===== config.mk =====
export PLATFORM = sky130hd
export DESIGN_NAME = decode_stage
export DESIGN_NICKNAME = d
export VERILOG_FILES = /design/src/rtl/riscv_pkg.sv /design/src/rtl/decode_stage_imm_gen.sv /design/src/rtl/decode_stage.sv
export SDC_FILE = /design/constraint.sdc
export NUM_CORES = 1
export LEC_CHECK = 0
export BUFFER_PORTS_ARGS = -buffer_cell sky130_fd_sc_hd__buf_2
export CELL_PAD_IN_SITES_DETAIL_PLACEMENT = 1
export CELL_PAD_IN_SITES_GLOBAL_PLACEMENT = 1
export CORE_MARGIN = 2
export CORE_UTILIZATION = 32
export DETAILED_ROUTE_END_ITERATION = 6
export GPL_TIMING_DRIVEN = 0
export PLACE_DENSITY_LB_ADDON = 0.1
export SYNTH_ARGS = -nofsm -noshare
export SYNTH_HDL_FRONTEND = slang
export SYNTH_SLANG_ARGS = --single-unit

===== constraint.sdc =====
create_clock -name clk -period 1.9 [get_ports clk]
set_input_delay 0.285 -clock clk [delete_from_list [all_inputs] [get_ports clk]]
set_output_delay 0.285 -clock clk [all_outputs]
set_load 0.005 [all_outputs]

===== src/rtl/riscv_pkg.sv =====
// -----------------------------------------------------------------------------
// riscv_pkg
//   Shared RV32I decode definitions used by decode_stage and imm_gen:
//     - OPC_* : 7-bit major opcodes (instr[6:0])
//     - alu_op_e : operation selector sent to execute (5 bits)
//     - imm_fmt_e : immediate encoding format chosen by the decoder
//     - ctrl_t : bundle of control bits produced by the decoder
// -----------------------------------------------------------------------------
package riscv_pkg;

    localparam logic [6:0] OPC_LOAD   = 7'b0000011;
    localparam logic [6:0] OPC_FENCE  = 7'b0001111;
    localparam logic [6:0] OPC_OP_IMM = 7'b0010011;
    localparam logic [6:0] OPC_AUIPC  = 7'b0010111;
    localparam logic [6:0] OPC_STORE  = 7'b0100011;
    localparam logic [6:0] OPC_OP     = 7'b0110011;
    localparam logic [6:0] OPC_LUI    = 7'b0110111;
    localparam logic [6:0] OPC_BRANCH = 7'b1100011;
    localparam logic [6:0] OPC_JALR   = 7'b1100111;
    localparam logic [6:0] OPC_JAL    = 7'b1101111;
    localparam logic [6:0] OPC_SYSTEM = 7'b1110011;

    typedef enum logic [4:0] {
        ALU_ADD    = 5'd0,
        ALU_SUB    = 5'd1,
        ALU_SLL    = 5'd2,
        ALU_SLT    = 5'd3,
        ALU_SLTU   = 5'd4,
        ALU_XOR    = 5'd5,
        ALU_SRL    = 5'd6,
        ALU_OR     = 5'd7,
        ALU_AND    = 5'd8,
        ALU_SRA    = 5'd9,
        ALU_MUL    = 5'd10,
        ALU_MULH   = 5'd11,
        ALU_MULHSU = 5'd12,
        ALU_MULHU  = 5'd13,
        ALU_DIV    = 5'd14,
        ALU_DIVU   = 5'd15,
        ALU_REM    = 5'd16,
        ALU_REMU   = 5'd17
    } alu_op_e;

    typedef enum logic [2:0] {
        IMM_I    = 3'd0,
        IMM_S    = 3'd1,
        IMM_B    = 3'd2,
        IMM_U    = 3'd3,
        IMM_J    = 3'd4,
        IMM_NONE = 3'd5
    } imm_fmt_e;

    typedef struct packed {
        logic reg_write;
        logic mem_read;
        logic mem_write;
        logic branch;
        logic jump;
        logic alu_src_imm;
        logic illegal;
    } ctrl_t;

endpackage


===== src/rtl/decode_stage_imm_gen.sv =====
// -----------------------------------------------------------------------------
// imm_gen
//   Combinational immediate extraction for the RV32I base formats.
//   Ports:
//     instr   in  32  instruction word
//     imm_fmt in  3   format selected by the decoder (imm_fmt_e)
//     imm     out 32  sign-extended immediate (0 for IMM_NONE)
// -----------------------------------------------------------------------------
module imm_gen
    import riscv_pkg::*;
(
    input  logic [31:0] instr,
    input  imm_fmt_e    imm_fmt,
    output logic [31:0] imm
);

    always_comb begin
        imm = 32'd0;
        case (imm_fmt)
            IMM_I:   imm = {{20{instr[31]}}, instr[31:20]};
            IMM_S:   imm = {{20{instr[31]}}, instr[31:25], instr[11:7]};
            IMM_B:   imm = {{19{instr[31]}}, instr[31], instr[7], instr[30:25], instr[11:8], 1'b0};
            IMM_U:   imm = {instr[31:12], 12'd0};
            IMM_J:   imm = {{11{instr[31]}}, instr[31], instr[19:12], instr[20], instr[30:21], 1'b0};
            default: imm = 32'd0;
        endcase
    end

endmodule


===== src/rtl/decode_stage.sv =====
// -----------------------------------------------------------------------------
// decode_stage
//   RV32I decode / operand-fetch stage with a single ID/EX pipeline register.
//   Optional feature macro: DECODE_RV32M_EN (decode OP funct7=0000001 as M ops;
//   when undefined that encoding is flagged illegal).
//   Ports:
//     clk, rst              clock / synchronous active-high reset
//     flush                 squash held and incoming instruction
//     if_valid/if_ready     fetch handshake; if_pc, if_instr payload
//     rf_raddr1/2           register-file read addresses (combinational)
//     rf_rdata1/2           register-file read data (combinational return)
//     wb_we/wb_addr/wb_data writeback port, bypassed into operands
//     id_valid/id_ready     ID/EX handshake towards execute
//     id_*                  registered decoded instruction
// -----------------------------------------------------------------------------
module decode_stage
    import riscv_pkg::*;
#(
    parameter int                XLEN     = 32,
    parameter logic [XLEN-1:0]   RESET_PC = '0
) (
    input  logic            clk,
    input  logic            rst,
    input  logic            flush,
    input  logic            if_valid,
    output logic            if_ready,
    input  logic [XLEN-1:0] if_pc,
    input  logic [31:0]     if_instr,
    output logic [4:0]      rf_raddr1,
    output logic [4:0]      rf_raddr2,
    input  logic [XLEN-1:0] rf_rdata1,
    input  logic [XLEN-1:0] rf_rdata2,
    input  logic            wb_we,
    input  logic [4:0]      wb_addr,
    input  logic [XLEN-1:0] wb_data,
    output logic            id_valid,
    input  logic            id_ready,
    output logic [XLEN-1:0] id_pc,
    output logic [4:0]      id_rs1,
    output logic [4:0]      id_rs2,
    output logic [XLEN-1:0] id_rs1_val,
    output logic [XLEN-1:0] id_rs2_val,
    output logic [XLEN-1:0] id_imm,
    output logic [4:0]      id_rd,
    output logic [4:0]      id_alu_op,
    output logic            id_reg_write,
    output logic            id_mem_read,
    output logic            id_mem_write,
    output logic            id_branch,
    output logic            id_jump,
    output logic            id_alu_src_imm,
    output logic            id_illegal
);

    // ---------------- instruction fields ----------------
    logic [6:0] opcode;
    logic [2:0] funct3;
    logic [6:0] funct7;

    assign opcode    = if_instr[6:0];
    assign funct3    = if_instr[14:12];
    assign funct7    = if_instr[31:25];
    assign rf_raddr1 = if_instr[19:15];
    assign rf_raddr2 = if_instr[24:20];

    // ---------------- pipeline register state ----------------
    logic            id_valid_q,   id_valid_d;
    logic [XLEN-1:0] id_pc_q,      id_pc_d;
    logic [4:0]      id_rs1_q,     id_rs1_d;
    logic [4:0]      id_rs2_q,     id_rs2_d;
    logic [XLEN-1:0] id_rs1_val_q, id_rs1_val_d;
    logic [XLEN-1:0] id_rs2_val_q, id_rs2_val_d;
    logic [XLEN-1:0] id_imm_q,     id_imm_d;
    logic [4:0]      id_rd_q,      id_rd_d;
    alu_op_e         id_alu_op_q,  id_alu_op_d;
    ctrl_t           id_ctrl_q,    id_ctrl_d;

    // ---------------- operand select and hold refresh ----------------
    logic [4:0]      rs_idx   [2];
    logic [4:0]      held_rs  [2];
    logic [XLEN-1:0] rf_rdata [2];
    logic [XLEN-1:0] op_val   [2];
    logic            refresh  [2];

    assign rs_idx[0]   = rf_raddr1;
    assign rs_idx[1]   = rf_raddr2;
    assign held_rs[0]  = id_rs1_q;
    assign held_rs[1]  = id_rs2_q;
    assign rf_rdata[0] = rf_rdata1;
    assign rf_rdata[1] = rf_rdata2;

    for (genvar gi = 0; gi < 2; gi++) begin : g_operand
        // x0 reads as zero; a same-cycle writeback beats the (stale) RF read.
        assign op_val[gi]  = (rs_idx[gi] == 5'd0)                  ? '0 :
                             (wb_we && (wb_addr == rs_idx[gi]))    ? wb_data :
                                                                     rf_rdata[gi];
        // A stalled instruction must still observe writebacks to its sources.
        assign refresh[gi] = id_valid_q && !id_ready && wb_we &&
                             (wb_addr != 5'd0) && (wb_addr == held_rs[gi]);
    end

    // ---------------- decoder ----------------
    imm_fmt_e        imm_fmt;
    alu_op_e         dec_alu_op;
    ctrl_t           dec_ctrl;
    logic [4:0]      dec_rd;
    logic            legal;
    logic [31:0]     imm32;

    imm_gen u_imm_gen (
        .instr   (if_instr),
        .imm_fmt (imm_fmt),
        .imm     (imm32)
    );

    always_comb begin
        imm_fmt    = IMM_NONE;
        dec_alu_op = ALU_ADD;
        dec_ctrl   = '0;
        dec_rd     = if_instr[11:7];
        legal      = 1'b1;

        case (opcode)
            OPC_LOAD: begin
                imm_fmt              = IMM_I;
                dec_ctrl.reg_write   = 1'b1;
                dec_ctrl.mem_read    = 1'b1;
                dec_ctrl.alu_src_imm = 1'b1;
                // LB LH LW LBU LHU only
                legal = (funct3 != 3'b011) && (funct3 != 3'b110) && (funct3 != 3'b111);
            end
            OPC_STORE: begin
                imm_fmt              = IMM_S;
                dec_ctrl.mem_write   = 1'b1;
                dec_ctrl.alu_src_imm = 1'b1;
                dec_rd               = 5'd0;
                legal = !funct3[2] && (funct3[1:0] != 2'b11);
            end
            OPC_BRANCH: begin
                imm_fmt         = IMM_B;
                dec_ctrl.branch = 1'b1;
                dec_rd          = 5'd0;
                legal           = (funct3[2:1] != 2'b01);
                // BEQ/BNE compare by subtraction, BLT/BGE and BLTU/BGEU by set-less-than
                dec_alu_op = !funct3[2] ? ALU_SUB : (funct3[1] ? ALU_SLTU : ALU_SLT);
            end
            OPC_JAL: begin
                imm_fmt            = IMM_J;
                dec_ctrl.jump      = 1'b1;
                dec_ctrl.reg_write = 1'b1;
            end
            OPC_JALR: begin
                imm_fmt            = IMM_I;
                dec_ctrl.jump      = 1'b1;
                dec_ctrl.reg_write = 1'b1;
                legal              = (funct3 == 3'b000);
            end
            OPC_LUI, OPC_AUIPC: begin
                imm_fmt              = IMM_U;
                dec_ctrl.reg_write   = 1'b1;
                dec_ctrl.alu_src_imm = 1'b1;
            end
            OPC_OP_IMM: begin
                imm_fmt              = IMM_I;
                dec_ctrl.reg_write   = 1'b1;
                dec_ctrl.alu_src_imm = 1'b1;
                case (funct3)
                    3'b000: dec_alu_op = ALU_ADD;
                    3'b010: dec_alu_op = ALU_SLT;
                    3'b011: dec_alu_op = ALU_SLTU;
                    3'b100: dec_alu_op = ALU_XOR;
                    3'b110: dec_alu_op = ALU_OR;
                    3'b111: dec_alu_op = ALU_AND;
                    3'b001: begin
                        dec_alu_op = ALU_SLL;
                        legal      = (funct7 == 7'b0000000);
                    end
                    default: begin
                        dec_alu_op = funct7[5] ? ALU_SRA : ALU_SRL;
                        legal      = (funct7 == 7'b0000000) || (funct7 == 7'b0100000);
                    end
                endcase
            end
            OPC_OP: begin
                dec_ctrl.reg_write = 1'b1;
                if (funct7 == 7'b0000000) begin
                    case (funct3)
                        3'b000:  dec_alu_op = ALU_ADD;
                        3'b001:  dec_alu_op = ALU_SLL;
                        3'b010:  dec_alu_op = ALU_SLT;
                        3'b011:  dec_alu_op = ALU_SLTU;
                        3'b100:  dec_alu_op = ALU_XOR;
                        3'b101:  dec_alu_op = ALU_SRL;
                        3'b110:  dec_alu_op = ALU_OR;
                        default: dec_alu_op = ALU_AND;
                    endcase
                end else if (funct7 == 7'b0100000) begin
                    if (funct3 == 3'b000) begin
                        dec_alu_op = ALU_SUB;
                    end else if (funct3 == 3'b101) begin
                        dec_alu_op = ALU_SRA;
                    end else begin
                        legal = 1'b0;
                    end
                end else if (funct7 == 7'b0000001) begin
`ifdef DECODE_RV32M_EN
                    case (funct3)
                        3'b000:  dec_alu_op = ALU_MUL;
                        3'b001:  dec_alu_op = ALU_MULH;
                        3'b010:  dec_alu_op = ALU_MULHSU;
                        3'b011:  dec_alu_op = ALU_MULHU;
                        3'b100:  dec_alu_op = ALU_DIV;
                        3'b101:  dec_alu_op = ALU_DIVU;
                        3'b110:  dec_alu_op = ALU_REM;
                        default: dec_alu_op = ALU_REMU;
                    endcase
`else
                    legal = 1'b0;
`endif
                end else begin
                    legal = 1'b0;
                end
            end
            OPC_FENCE: begin
                // FENCE and FENCE.I execute as no-ops in this pipeline
                legal = (funct3 == 3'b000) || (funct3 == 3'b001);
            end
            OPC_SYSTEM: begin
                legal = 1'b1;
            end
            default: begin
                legal = 1'b0;
            end
        endcase

        if (if_instr[1:0] != 2'b11) begin
            legal = 1'b0;
        end
        if (dec_rd == 5'd0) begin
            dec_ctrl.reg_write = 1'b0;
        end
        if (!legal) begin
            dec_ctrl.reg_write = 1'b0;
            dec_ctrl.mem_read  = 1'b0;
            dec_ctrl.mem_write = 1'b0;
            dec_ctrl.branch    = 1'b0;
            dec_ctrl.jump      = 1'b0;
            dec_ctrl.illegal   = 1'b1;
        end
    end

    // ---------------- next-state for the ID/EX register ----------------
    logic capture;

    assign if_ready = !id_valid_q || id_ready;
    assign capture  = if_valid && if_ready;

    always_comb begin
        id_valid_d   = id_valid_q;
        id_pc_d      = id_pc_q;
        id_rs1_d     = id_rs1_q;
        id_rs2_d     = id_rs2_q;
        id_rs1_val_d = id_rs1_val_q;
        id_rs2_val_d = id_rs2_val_q;
        id_imm_d     = id_imm_q;
        id_rd_d      = id_rd_q;
        id_alu_op_d  = id_alu_op_q;
        id_ctrl_d    = id_ctrl_q;

        if (flush) begin
            id_valid_d = 1'b0;
        end else if (capture) begin
            id_valid_d = 1'b1;
        end else if (id_ready) begin
            id_valid_d = 1'b0;
        end

        if (capture && !flush) begin
            id_pc_d      = if_pc;
            id_rs1_d     = rf_raddr1;
            id_rs2_d     = rf_raddr2;
            id_rs1_val_d = op_val[0];
            id_rs2_val_d = op_val[1];
            id_imm_d     = XLEN'($signed(imm32));
            id_rd_d      = dec_rd;
            id_alu_op_d  = dec_alu_op;
            id_ctrl_d    = dec_ctrl;
        end else begin
            if (refresh[0]) begin
                id_rs1_val_d = wb_data;
            end
            if (refresh[1]) begin
                id_rs2_val_d = wb_data;
            end
        end
    end

    always_ff @(posedge clk) begin
        if (rst) begin
            id_valid_q   <= 1'b0;
            id_pc_q      <= RESET_PC;
            id_rs1_q     <= '0;
            id_rs2_q     <= '0;
            id_rs1_val_q <= '0;
            id_rs2_val_q <= '0;
            id_imm_q     <= '0;
            id_rd_q      <= '0;
            id_alu_op_q  <= ALU_ADD;
            id_ctrl_q    <= '0;
        end else begin
            id_valid_q   <= id_valid_d;
            id_pc_q      <= id_pc_d;
            id_rs1_q     <= id_rs1_d;
            id_rs2_q     <= id_rs2_d;
            id_rs1_val_q <= id_rs1_val_d;
            id_rs2_val_q <= id_rs2_val_d;
            id_imm_q     <= id_imm_d;
            id_rd_q      <= id_rd_d;
            id_alu_op_q  <= id_alu_op_d;
            id_ctrl_q    <= id_ctrl_d;
        end
    end

    assign id_valid       = id_valid_q;
    assign id_pc          = id_pc_q;
    assign id_rs1         = id_rs1_q;
    assign id_rs2         = id_rs2_q;
    assign id_rs1_val     = id_rs1_val_q;
    assign id_rs2_val     = id_rs2_val_q;
    assign id_imm         = id_imm_q;
    assign id_rd          = id_rd_q;
    assign id_alu_op      = id_alu_op_q;
    assign id_reg_write   = id_ctrl_q.reg_write;
    assign id_mem_read    = id_ctrl_q.mem_read;
    assign id_mem_write   = id_ctrl_q.mem_write;
    assign id_branch      = id_ctrl_q.branch;
    assign id_jump        = id_ctrl_q.jump;
    assign id_alu_src_imm = id_ctrl_q.alu_src_imm;
    assign id_illegal     = id_ctrl_q.illegal;

endmodule


## After elaboration in Yosys (flattened, before gate mapping)

Cells that the tools add are included.

- Input bits: 171
- Output and inout port bits: 167
- Logic and storage cells: 126
- Register bits: 156

- Mux-type cells: 39
- Reduce and logical (&&, ||, !) cells: 38
- Eq/ne operators: 33

Operator list:

| operator | number |
|---|---|
| 32-bit two-way mux | 8 |
| 32-bit one-hot mux with 5 select lines | 1 |
| 4-bit one-hot mux with 7 select lines | 2 |
| 7-bit by 6-bit == test with 1-bit output, second input constant | 4 |
| 7-bit == test, second input constant | 4 |
| 5-bit == test | 4 |
| 4-bit two-way mux | 4 |
| 3-bit == test, second input constant | 5 |
| 5-bit zero test | 3 |
| 1-bit two-way mux | 15 |
| 5-bit two-way mux | 3 |
| 3-bit one-hot mux with 5 select lines | 1 |
| 5-bit one-hot mux with 3 select lines | 1 |
| 7-bit by 5-bit == test with 1-bit output, second input constant | 2 |
| 3-bit by 2-bit == test with 1-bit output, second input constant | 4 |
| 1-bit logical AND | 12 |
| 1-bit one-hot mux with 8 select lines | 1 |
| 2-bit OR reduction | 4 |
| 7-bit by 2-bit == test with 1-bit output, second input constant | 1 |
| 7-bit by 4-bit == test with 1-bit output, second input constant | 1 |
| 7-bit zero test | 1 |
| 7-bit OR reduction | 1 |
| 3-bit by 1-bit == test with 1-bit output, second input constant | 2 |
| 3-bit zero test | 2 |
| other kinds (14) | 24 |

## Logic depth before layout (Yosys ltp)

Gate-level depths: netlist of the first run.

- Depth after elaboration: 8
- Mapped depth: 8
- Gate-level depth less buffers: 5

## Cells and area by module

A second synthesis of the first run with hierarchy kept.

- Cells, all modules: 913
- Area total of the unflattened synthesis: 7,226.9 um^2

By module, submodules not included:

| module | cells an instance | area each (um^2) | sequential area each (um^2) | times used |
|---|---|---|---|---|
| decode_stage | 819 | 6,686.4 | 3,103.0 | 1 |
| imm_gen | 94 | 540.5 | 0.0 | 1 |

## Worst setup path before layout of the first run

No wires, ideal clock.

- Path kind: input-to-reg
- From: in if_instr[3]
- To: reg id_imm_q[21] (netlist: id_imm[21])
- Buffers on the path: 3
- Cell stages on the path: 8
- Setup slack: 121 ps
- Arrival time: 1,704 ps
- Path through: buf_6 > nor4bb_1 > buf_4 > a22oi_4 > a2111oi_4 > nand2_2 > buf_6 > o21ai_0

- Longest elaborated chain between the ends: 5

Ends and longest elaborated chain:

| what | RTL line | RTL |
|---|---|---|
| start, declared | decode_stage.sv:28 | `input logic [31:0] if_instr,` |
| 7-bit by 5-bit == test with 1-bit output, or another cell as far along | decode_stage.sv:123 | `case (opcode)` |
| 3-bit OR reduction (no line) or 2-bit OR reduction (tied branches) | - |  |
| 3-bit one-hot mux with 5 select lines (*) | decode_stage.sv:123 |  |
| 3-bit == test, or another cell as far along | decode_stage_imm_gen.sv:19 | `case (imm_fmt)` |
| 32-bit one-hot mux with 5 select lines (*) | decode_stage_imm_gen.sv:19 |  |
| end signal, assigned | decode_stage.sv:317 | `id_imm_q <= id_imm_d;` |
| end, declared | decode_stage.sv:73 | `logic [XLEN-1:0] id_imm_q, id_imm_d;` |

Mark *: on every way between the ends. The rest lies on a longest branch, timed or not.
A chain may end at the register's enable or synchronous reset.

## Worst setup path in the final report of the first run

- From: reg id_valid_q (netlist: id_valid)
- To: reg id_rs1_val_q[5] (netlist: id_rs1_val[5])

- Longest elaborated chain between the ends: 5

Ends and longest elaborated chain:

| what | RTL line | RTL |
|---|---|---|
| start, declared | decode_stage.sv:67 | `logic id_valid_q, id_valid_d;` |
| start signal, assigned | decode_stage.sv:311 | `id_valid_q <= id_valid_d;` |
| 1-bit zero test or 1-bit logical AND (tied branches) | decode_stage.sv:255, decode_stage.sv:98 |  |
| 1-bit logical OR or 1-bit logical AND (tied branches) | decode_stage.sv:255, decode_stage.sv:98 |  |
| 1-bit logical AND (on tied branches) | decode_stage.sv:256, decode_stage.sv:98 |  |
| 1-bit logical AND (on tied branches) | decode_stage.sv:278, decode_stage.sv:99 |  |
| 32-bit two-way mux or 2-bit nonzero test (tied branches) | - |  |
| end signal, assigned | decode_stage.sv:315 | `id_rs1_val_q <= id_rs1_val_d;` |
| end, declared | decode_stage.sv:71 | `logic [XLEN-1:0] id_rs1_val_q, id_rs1_val_d;` |

Several ways; a longest one is shown, not always the timed one.

==> metrics.yaml, run 1 <==
timing:
  setup-violations-final: 0
  relSlewSlack_pct: 49.9
  fin_hold_ws_ns: 0.0390
  rsz0062_at_grt: "true"
  min_period_ns: 1.84
  tightest_slew_ns: 0.744
  max_freq_ghz: 0.543
  skew_ns: 0.0126
  fin_crit_sh_pct: 96.9
  hold_viol: 0
  drv_slew: 0
logic_synthesis:
  ys_warn_count: 0
  synth_area_leaders: "dfxtp_1 45%, a221oi_1 8.1%, nand2_1 6.9%"
  yosysMostFrequentCell: "dfxtp_1"
  syn_inst: 827
  synth_ff_type: "dfxtp_1"
  netlist_area_um2: 6890
  synth_edf_count: 0
  yosysSeqAreaShare_pct: 45.0
  synth_common_cells: "155 x dfxtp_1, 126 x nand2_1, 74 x a21oi_1"
  avgSynthCellArea_um2: 8.33
  yosysUniqueCellTypes: 59
  syn-num-nets: 998
  synth-seq-cells: 155
  yosys.area.top_type: "dfxtp_1"
  synthArstFlopShare_pct: 0
  netlist.area_leader.share_pct: 45.0
worst_setup_path:
  slowest_stage: "dfxtp_1"
  worst-path-buf-inv: 2
  crit_fanout: 10
  cpMostUsedCell: "buf_4"
  startpoint_type: "flip-flop"
  critPathTopFamily: "compound AO/OA/AOI/OAI gates"
  arrival_ns: 2.12
  critical_path_class: "reg2reg"
  required_ns: 2.18
  path_cells: "nand3b_1 -> buf_4 -> nor4_4 -> a31oi_4 -> buf_4 -> a221oi_1 -> nor3_1"
  end_kind: "flip-flop"
  max_stage_delay_ns: 0.34
drt:
  first_pass_iters: 4
  drc: 0
  route.met2.wl_mm: 14.0
  dr_wl_met3_mm: 2.10
  routed_wl_mm: 28.2
  ant_nets: 0
  top_layer_used: "met5"
  wl_met1_mm: 11.9
  vias_per_cell: 5.15
  num_vias: 7559
  post_drt_wl_per_cell_um: 19.2
  drt_iter0_markers: 234
floorplanning:
  ios: 338
  chipWidth_um: 151
  die_h_um: 151
  coreArea_um2: 21100
  rows: 53
  start_util_pct: 32.7
  die_area_um2: 22700
flow_run:
  cap_violations: 0
grt:
  grt_first_pass_wirelength_mm: 42.0
  grt_usage_pct: 24.0
  antenna_found_initial: 1
  grt_pass1_vias: 7580
  grt_overflow: 0
  grt_max_degree: 17
cells_and_area:
  ff_latch_area_um2: 3100
  fillers: 2707
  multi_input_area_um2: 3580
  layout-drive-gt1-share_pct: 38.9
  syn_to_final_growth_pct: 42.7
  nets: 1350
  stdcell_area_um2: 9830
  antenna_cells: 0
clocking:
  cts_tree: "built"
  max-clock-path-buffers: 2
  clock_sinks: 155
  cts_hold_buf: 0
  cts-root-buf: "clkbuf_16"
  numCtsBuffers: 17
  insertion_delay_ns: 0.42
  htree_levels: 4
  path_clk_slew_ns: 0.06
placed_design:
  place_hpwl_mm: 21.9
  placedInstanceArea_um2: 8870
  io_buffer_count: 328
  routabilityCongestion: 0.803
pwr:
  p_leak_uw: 0.00449
  peakVddDrop_mv: 0.529
  powerDensity_nw_per_um2: 832
run_status:
  outcome: "finished clean"
min_path:
  hp-class: "in2reg"
[cells in the final DEF, fill, tap and decap left out, types with 5 or more instances in the layout]
master	instances
buf_4	25
nor3_1	45
clkbuf_2	10
nand2_1	126
clkbuf_16	17
inv_1	6
a2bb2oi_1	5
nor2b_1	34
a21oi_1	74
nand3_1	16
xnor2_1	14
a221oi_1	41
a221oi_2	23
and3_1	8
o21ai_0	57
buf_2	344
and2_1	6
a22o_1	11
clkbuf_1	26
nand4_1	6
xor2_1	9
nor2_1	50
clkbuf_4	10
dfxtp_1	155
[metrics by stage]
step	TNS [ns]	utilization (%)	setup WS (ns)	power [uW]	cells
2_1_floorplan	0	-	0.121	4090	827
3_3_place_gp	-50.13	42.1	-0.610	4660	1430
3_5_place_dp	-51.99	42.1	-0.602	4680	1430
4_1_cts	0	45.6	0.00540	8220	1465
5_1_grt	-0.790	46.6	-0.0610	8530	1467
6_report	0	46.6	0.0583	8180	1467
[worst reg2reg max path, delay by kind of cell (launching register included)]
family                 cells  cell delay (ns)
AND/OR/NAND/NOR            3             0.43
AO/OA/AOI/OAI              2             0.49
buffers and inverters      2             0.45
flip-flops                 1             0.34
[where the power goes]
group | leakage (uW) | internal [uW] | switching (uW) | total [uW]
sequential | 0.00127 | 3400 | 75.0 | 3470
combinational | 0.00293 | 509 | 707 | 1220
clock | 0.000287 | 2010 | 1480 | 3490
[worst paths after layout]
| check | start | end | slack, ns | cells after the start |
|---|---|---|---|---|
| max | id_valid | id_rs1_val[5] | 0.06 | 7 |
| min | flush | id_valid | 0.04 | 2 |
| min reg2reg | id_imm[18] | id_imm[18] | 0.45 | 2 |
| max reg2reg | id_valid | id_rs1_val[5] | 0.06 | 7 |
[layout make-up]
class | count | area share, %
buffer | 85 | 5.05
clock buffer | 19 | 4.51
clock inverter | 13 | 1.59
inverter | 6 | 0.229
multi-input combinational | 581 | 36.5
sequential | 155 | 31.6
tap | 275 | 3.50
timing repair buffer | 333 | 17.1
[layer usage]
metal  track usage [%]  vias to the layer above
met5                 0                        -
li1                  -                     3671
met3              6.73                       18
met4              6.26                        2
met1              29.2                     3618
met2              41.8                      250
[sequential cells by signal (all words and copies together), names as in the netlist, 4 cells and up]
signal      count
id_rs1          5
id_rs2          5
id_rd           5
id_alu_op       4
id_rs2_val     32
id_pc          32
id_imm         32
id_rs1_val     32
[cell families after synthesis]
group / share of synthesized area [%]
mux: 0.145
flops: 45.0
buf+inv: 6.16
other cells: 0.0544
compound gates: 24.6
simple gates: 21.1
xor+xnor: 2.92
[repair_timing]
action | 4_1_cts | 5_1_grt
pin swaps | 2 | 4
gates cloned | 1 | 0
buffers inserted | 2 | 2
setup endpoints to repair | 114 | 118
resized for setup | 40 | 73
No activity file was read; power rests on OpenSTA's default activity.
==> inputs of run 2 (changes only) <==
CORE_ASPECT_RATIO = 0.9   (was unset)
==> metrics.yaml, run 2 (synthesis gave the netlist of run 1 again) <==
drt:
  drt_iter0_markers: 417  # +78%
  routed_wl_mm: 28.8  # +2.1%
  vias_per_cell: 5.11  # -0.75%
  drc: 0  # unchanged
  post_drt_wl_per_cell_um: 19.4  # +0.96%
  num_vias: 7584  # +0.33%
  ant_nets: 0  # unchanged
  first_pass_iters: 4  # unchanged
cells_and_area:
  nets: 1352  # +0.15%
  layout_common_cells: "341 x buf_2, 152 x dfxtp_1, 126 x nand2_1, 74 x a21oi_1, 57 x o21ai_0"
  fillers: 2610  # -3.6%
  stdcell_area_um2: 10100  # +2.3%
  syn_to_final_growth_pct: 45.9
  final_common_cell: "buf_2"
  layout-drive-gt1-share_pct: 41.3  # +2.4 points
  fin_cells: 1483  # +1.1%
floorplanning:
  chipWidth_um: 159  # +5.3%
  coreArea_um2: 21000  # -0.62%
  die_h_um: 143  # -5.0%
  ios: 338  # unchanged
  rows: 50  # -5.7%
  start_util_pct: 32.9  # +0.20 points
  die_area_um2: 22700  # about the same
timing:
  max_freq_ghz: 0.542  # -0.18%
  setup-violations-final: 0  # unchanged
  hold_viol: 0  # unchanged
  rsz0062_at_grt: "true"
  setup_slack_ns: 0.0550  # -0.00326 ns
  skew_ns: 0.0128  # +0.000140 ns
  setup_tns_ns: 0  # unchanged
  fin_crit_sh_pct: 97.1  # +0.17 points
  relSlewSlack_pct: 42.5  # -7.4 points
  min_period_ns: 1.85  # +0.00326 ns
  tightest_slew_ns: 0.854  # +0.110 ns
  drv_slew: 0  # unchanged
worst_setup_path:
  slowest_stage: "nor4_2"
  max_stage_delay_ns: 0.38  # +0.04 ns
  startpoint_type: "flip-flop"
  critical_path_class: "reg2reg"
  crit_start: "id_rs2[2]"
  end_kind: "flip-flop"
  critPathTopFamily: "simple AND/OR/NAND/NOR gates"
  arrival_ns: 2.16  # +0.04 ns
  crit_fanout: 5  # -5
  regToRegStartpoint: "id_rs2[2]"
  required_ns: 2.21  # +0.03 ns
  worst-path-buf-inv: 2  # unchanged
  path_cells: "xor2_1 -> nor4_2 -> a41oi_2 -> buf_4 -> buf_6 -> a221oi_2 -> nor2_1"
placed_design:
  routabilityCongestion: 0.812  # +1.1%
  dp_cells: 1441  # +0.77%
  place_hpwl_mm: 22.2  # +1.3%
  io_buffer_count: 328  # unchanged
  placedInstanceArea_um2: 8890  # +0.16%
  dp_slack_ns: -0.622  # -0.0196 ns
clocking:
  cts_tree: "built"
  cts_hold_buf: 0  # unchanged
  cts-root-buf: "clkbuf_16"
  htree_levels: 4  # unchanged
  clock_sinks: 155  # unchanged
  insertion_delay_ns: 0.42  # about the same
  max-clock-path-buffers: 2  # unchanged
  path_clk_slew_ns: 0.07  # about the same
  numCtsBuffers: 17  # unchanged
min_path:
  hp-class: "in2reg"
  hp-start: "flush"
grt:
  grt_pass1_vias: 7645  # +0.86%
  grt_max_degree: 17  # unchanged
  use_met1_pct: 31.1  # +1.9 points
  grt_usage_pct: 24.4  # +0.40 points
  antenna_found_initial: 2  # +1
  met2_usage_pct: 40.4  # -1.4 points
  grt_use_met3_pct: 8.01  # +1.3 points
  busiest_layer: "met2"
  grt_overflow: 0  # unchanged
  grt_first_pass_wirelength_mm: 42.6  # +1.5%
pwr:
  powerDensity_nw_per_um2: 806  # -3.1%
  power_uw: 8100  # -0.88%
  p_leak_uw: 0.00455  # +1.4%
  peakVddDrop_mv: 0.459  # -13%
flow_run:
  cap_violations: 0  # unchanged
run_status:
  outcome: "finished clean"
==> run 2: cell count changes in the layout (fill, tap and decap cells not counted), sizes merged <==
cell      previous run  this run
buf                372       373
bufinv               2         1
clkbuf              65        66
clkinv               4         3
clkinvlp             2         3
diode                0         3
inv                 11        12
==> run 2: final timing paths <==
kind                                       end  depth (start not counted)  slack, ns
worst min register to register    id_alu_op[0]                          2       0.45
worst max register to register  id_rs2_val[15]                          7       0.05
worst min-delay path                  id_valid                          2       0.04
worst max-delay path            id_rs2_val[15]                          7       0.05
==> run 2: metrics by stage <==
step	hold slack, ns	utilization [%]
after detailed placement	0.441	42.4
final	0.0372	48.0
after global placement	0.436	42.4
after floorplan	0.358	-
after CTS	0.0147	46.0
after global routing	0.0113	47.9
==> run 2: timing repair <==
| item | in CTS | in global routing |
|---|---|---|
| buffers inserted | 2 | 3 |
| resized for setup | 48 | 87 |
| pin swaps | 4 | 3 |
| gates cloned | 0 | 2 |
| setup endpoints to repair | 143 | 72 |
==> run 2: worst reg2reg max path, cell delays in order, from the launching register on <==
cell and delay, ns:
dfxtp_2 0.33, xor2_1 0.17, nor4_2 0.38, a41oi_2 0.24
buf_4 0.21, buf_6 0.14, a221oi_2 0.21, nor2_1 0.08
==> run 2: layout make-up <==
type	instances	area, um^2	share of cell area (%)
multi-input combinational	581	3790	37.7
antenna	3	7.51	0.0747
buffer	85	483	4.80
timing repair buffer	335	1710	17.1
tap	286	358	3.56
clock buffer	19	443	4.41
clock inverter	13	131	1.31
sequential	155	3110	30.9
inverter	6	22.5	0.224
==> run 2: per-layer routing <==
metal  part of all wire, %  wire (um)  up-vias
met2                    47      13700      218
li1                      -          -     3695
met5                 0.024          7        -
met3                   7.5       2150       26
met1                    44      12600     3643
met4                   1.2        340        2
==> run 2: report_power, final <==
group | switching (uW) | internal (uW) | leakage, uW
Combinational | 741 | 530 | 0.00301
Clock | 1490 | 1870 | 0.000272
Sequential | 77.3 | 3400 | 0.00127
Total | 2310 | 5800 | 0.00455
==> inputs of run 3 (changes only) <==
CTS_BUF_LIST = sky130_fd_sc_hd__clkbuf_8 sky130_fd_sc_hd__clkbuf_16   (was unset)
==> metrics.yaml, run 3 (synthesis gave the netlist of run 1 again) <==
floorplanning:
  chipWidth_um: 159  # unchanged
  die_area_um2: 22700  # unchanged
  start_util_pct: 32.9  # unchanged
  rows: 50  # unchanged
  ios: 338  # unchanged
  coreArea_um2: 21000  # unchanged
  die_h_um: 143  # unchanged
worst_setup_path:
  startpoint_type: "flip-flop"
  end_kind: "flip-flop"
  max_stage_delay_ns: 0.38  # about the same
  crit_start: "id_rs2[2]"
  regToRegSetupSlack_ns: 0.05  # about the same
  reg2reg_to: "id_rs2_val[15]"
  critPathCapture: "id_rs2_val[15]"
  regToRegStartpoint: "id_rs2[2]"
  path_cells: "xor2_1 -> nor4_2 -> a41oi_2 -> buf_4 -> buf_6 -> a221oi_2 -> nor2_1"
  worst-path-buf-inv: 2  # unchanged
  worstSetupPathDepth: 7  # unchanged
  critPathTopFamily: "simple AND/OR/NAND/NOR gates"
  arrival_ns: 2.16  # about the same
  required_ns: 2.21  # about the same
  r2r_cells: 7  # unchanged
  crit_fanout: 5  # unchanged
  critical_path_class: "reg2reg"
  slowest_stage: "nor4_2"
grt:
  antenna_found_initial: 2  # unchanged
  grt_usage_pct: 24.4  # unchanged
  grt_overflow: 0  # unchanged
  grt_max_degree: 17  # unchanged
  grt_first_pass_wirelength_mm: 42.6  # unchanged
  grt_pass1_vias: 7645  # unchanged
cells_and_area:
  layout-drive-gt1-share_pct: 41.3  # unchanged
  syn_to_final_growth_pct: 45.9  # unchanged
  stdcell_area_um2: 10100  # unchanged
  final_core_util_pct: 48.0  # unchanged
  layout_common_cells: "341 x buf_2, 152 x dfxtp_1, 126 x nand2_1, 74 x a21oi_1, 57 x o21ai_0"
  final_common_cell: "buf_2"
  nets: 1352  # unchanged
  fillers: 2610  # unchanged
clocking:
  max-clock-path-buffers: 2  # unchanged
  cts_hold_buf: 0  # unchanged
  cts_tree: "built"
  cts-root-buf: "clkbuf_16"
  insertion_delay_ns: 0.42  # about the same
  htree_levels: 4  # unchanged
  clock_sinks: 155  # unchanged
  path_clk_slew_ns: 0.07  # about the same
  numCtsBuffers: 17  # unchanged
drt:
  num_vias: 7583  # -0.013%
  ant_nets: 0  # unchanged
  drt_iter0_markers: 417  # unchanged
  first_pass_iters: 4  # unchanged
  vias_per_cell: 5.11  # about the same
  post_drt_wl_per_cell_um: 19.4  # about the same
  routed_wl_mm: 28.8  # about the same
  drc: 0  # unchanged
run_status:
  outcome: "finished clean"
placed_design:
  place_hpwl_mm: 22.2  # unchanged
  routabilityCongestion: 0.812  # unchanged
  placedInstanceArea_um2: 8890  # unchanged
  io_buffer_count: 328  # unchanged
  dp_slack_ns: -0.622  # unchanged
timing:
  tightest_slew_ns: 0.854  # unchanged
  setup_slack_ns: 0.0550  # unchanged
  drv_slew: 0  # unchanged
  max_freq_ghz: 0.542  # unchanged
  rsz0062_at_grt: "true"
  setup_tns_ns: 0  # unchanged
  min_period_ns: 1.85  # unchanged
  setup-violations-final: 0  # unchanged
  relSlewSlack_pct: 42.5  # unchanged
  hold_viol: 0  # unchanged
  fin_crit_sh_pct: 97.1  # unchanged
  skew_ns: 0.0128  # unchanged
pwr:
  peakVddDrop_mv: 0.459  # unchanged
  power_uw: 8100  # about the same
  p_leak_uw: 0.00455  # about the same
  powerDensity_nw_per_um2: 806  # about the same
flow_run:
  cap_violations: 0  # unchanged
min_path:
  hp-class: "in2reg"
-- run 3: changes by cell type in the layout (fill, tap and decap cells not counted) --
| cell | delta |
|---|---|
| clkbuf_1 | -1 |
| inv_1 | +1 |
-- run 3: worst min path at each step --
stage          slack, ns      endpoint  cells after the start          from
3_3_place_gp        0.44      id_rd[3]                      2      id_rd[3]
4_1_cts             0.01      id_valid                      2         flush
6_report            0.04      id_valid                      2         flush
2_1_floorplan       0.36      id_valid                      1         flush
3_5_place_dp        0.44  id_alu_op[0]                      2  id_alu_op[0]
5_1_grt             0.01      id_valid                      2         flush
-- run 3: repair_timing --
action | in CTS | in global routing
gates resized for setup | 48 | 87
setup buffers | 2 | 3
pin swaps | 4 | 3
cloned | 0 | 2
endpoints found under the setup margin | 143 | 72
-- run 3: layout make-up --
| class | count | area (um^2) | share of cell area, % |
|---|---|---|---|
| Sequential cell | 155 | 3110 | 30.9 |
| Inverter | 6 | 22.5 | 0.224 |
| Tap cell | 286 | 358 | 3.56 |
| Clock buffer | 18 | 439 | 4.37 |
| Timing Repair Buffer | 335 | 1710 | 17.1 |
| Clock inverter | 14 | 135 | 1.34 |
| Buffer | 85 | 483 | 4.80 |
| Multi-Input combinational cell | 581 | 3790 | 37.7 |
| Antenna cell | 3 | 7.51 | 0.0747 |
-- run 3: per-stage QoR --
stage | hold slack, ns | cells
finish | 0.0372 | 1483
global route | 0.0113 | 1481
CTS | 0.0147 | 1475
detailed placement | 0.441 | 1441
global placement | 0.436 | 1441
floorplan | 0.358 | 827
-- run 3: power by group --
part           total [uW]  switching [uW]  internal [uW]
Combinational        1270             741            530
Sequential           3480            77.3           3400
Clock                3350            1490           1870
-- run 3: per-layer routing --
metal	global-route usage, %	wire length, um	vias to the layer above
li1	-	-	3695
met1	31.1	12600	3642
met2	40.4	13700	218
met3	8.01	2150	26
met4	5.17	340	2
met5	0	7	-
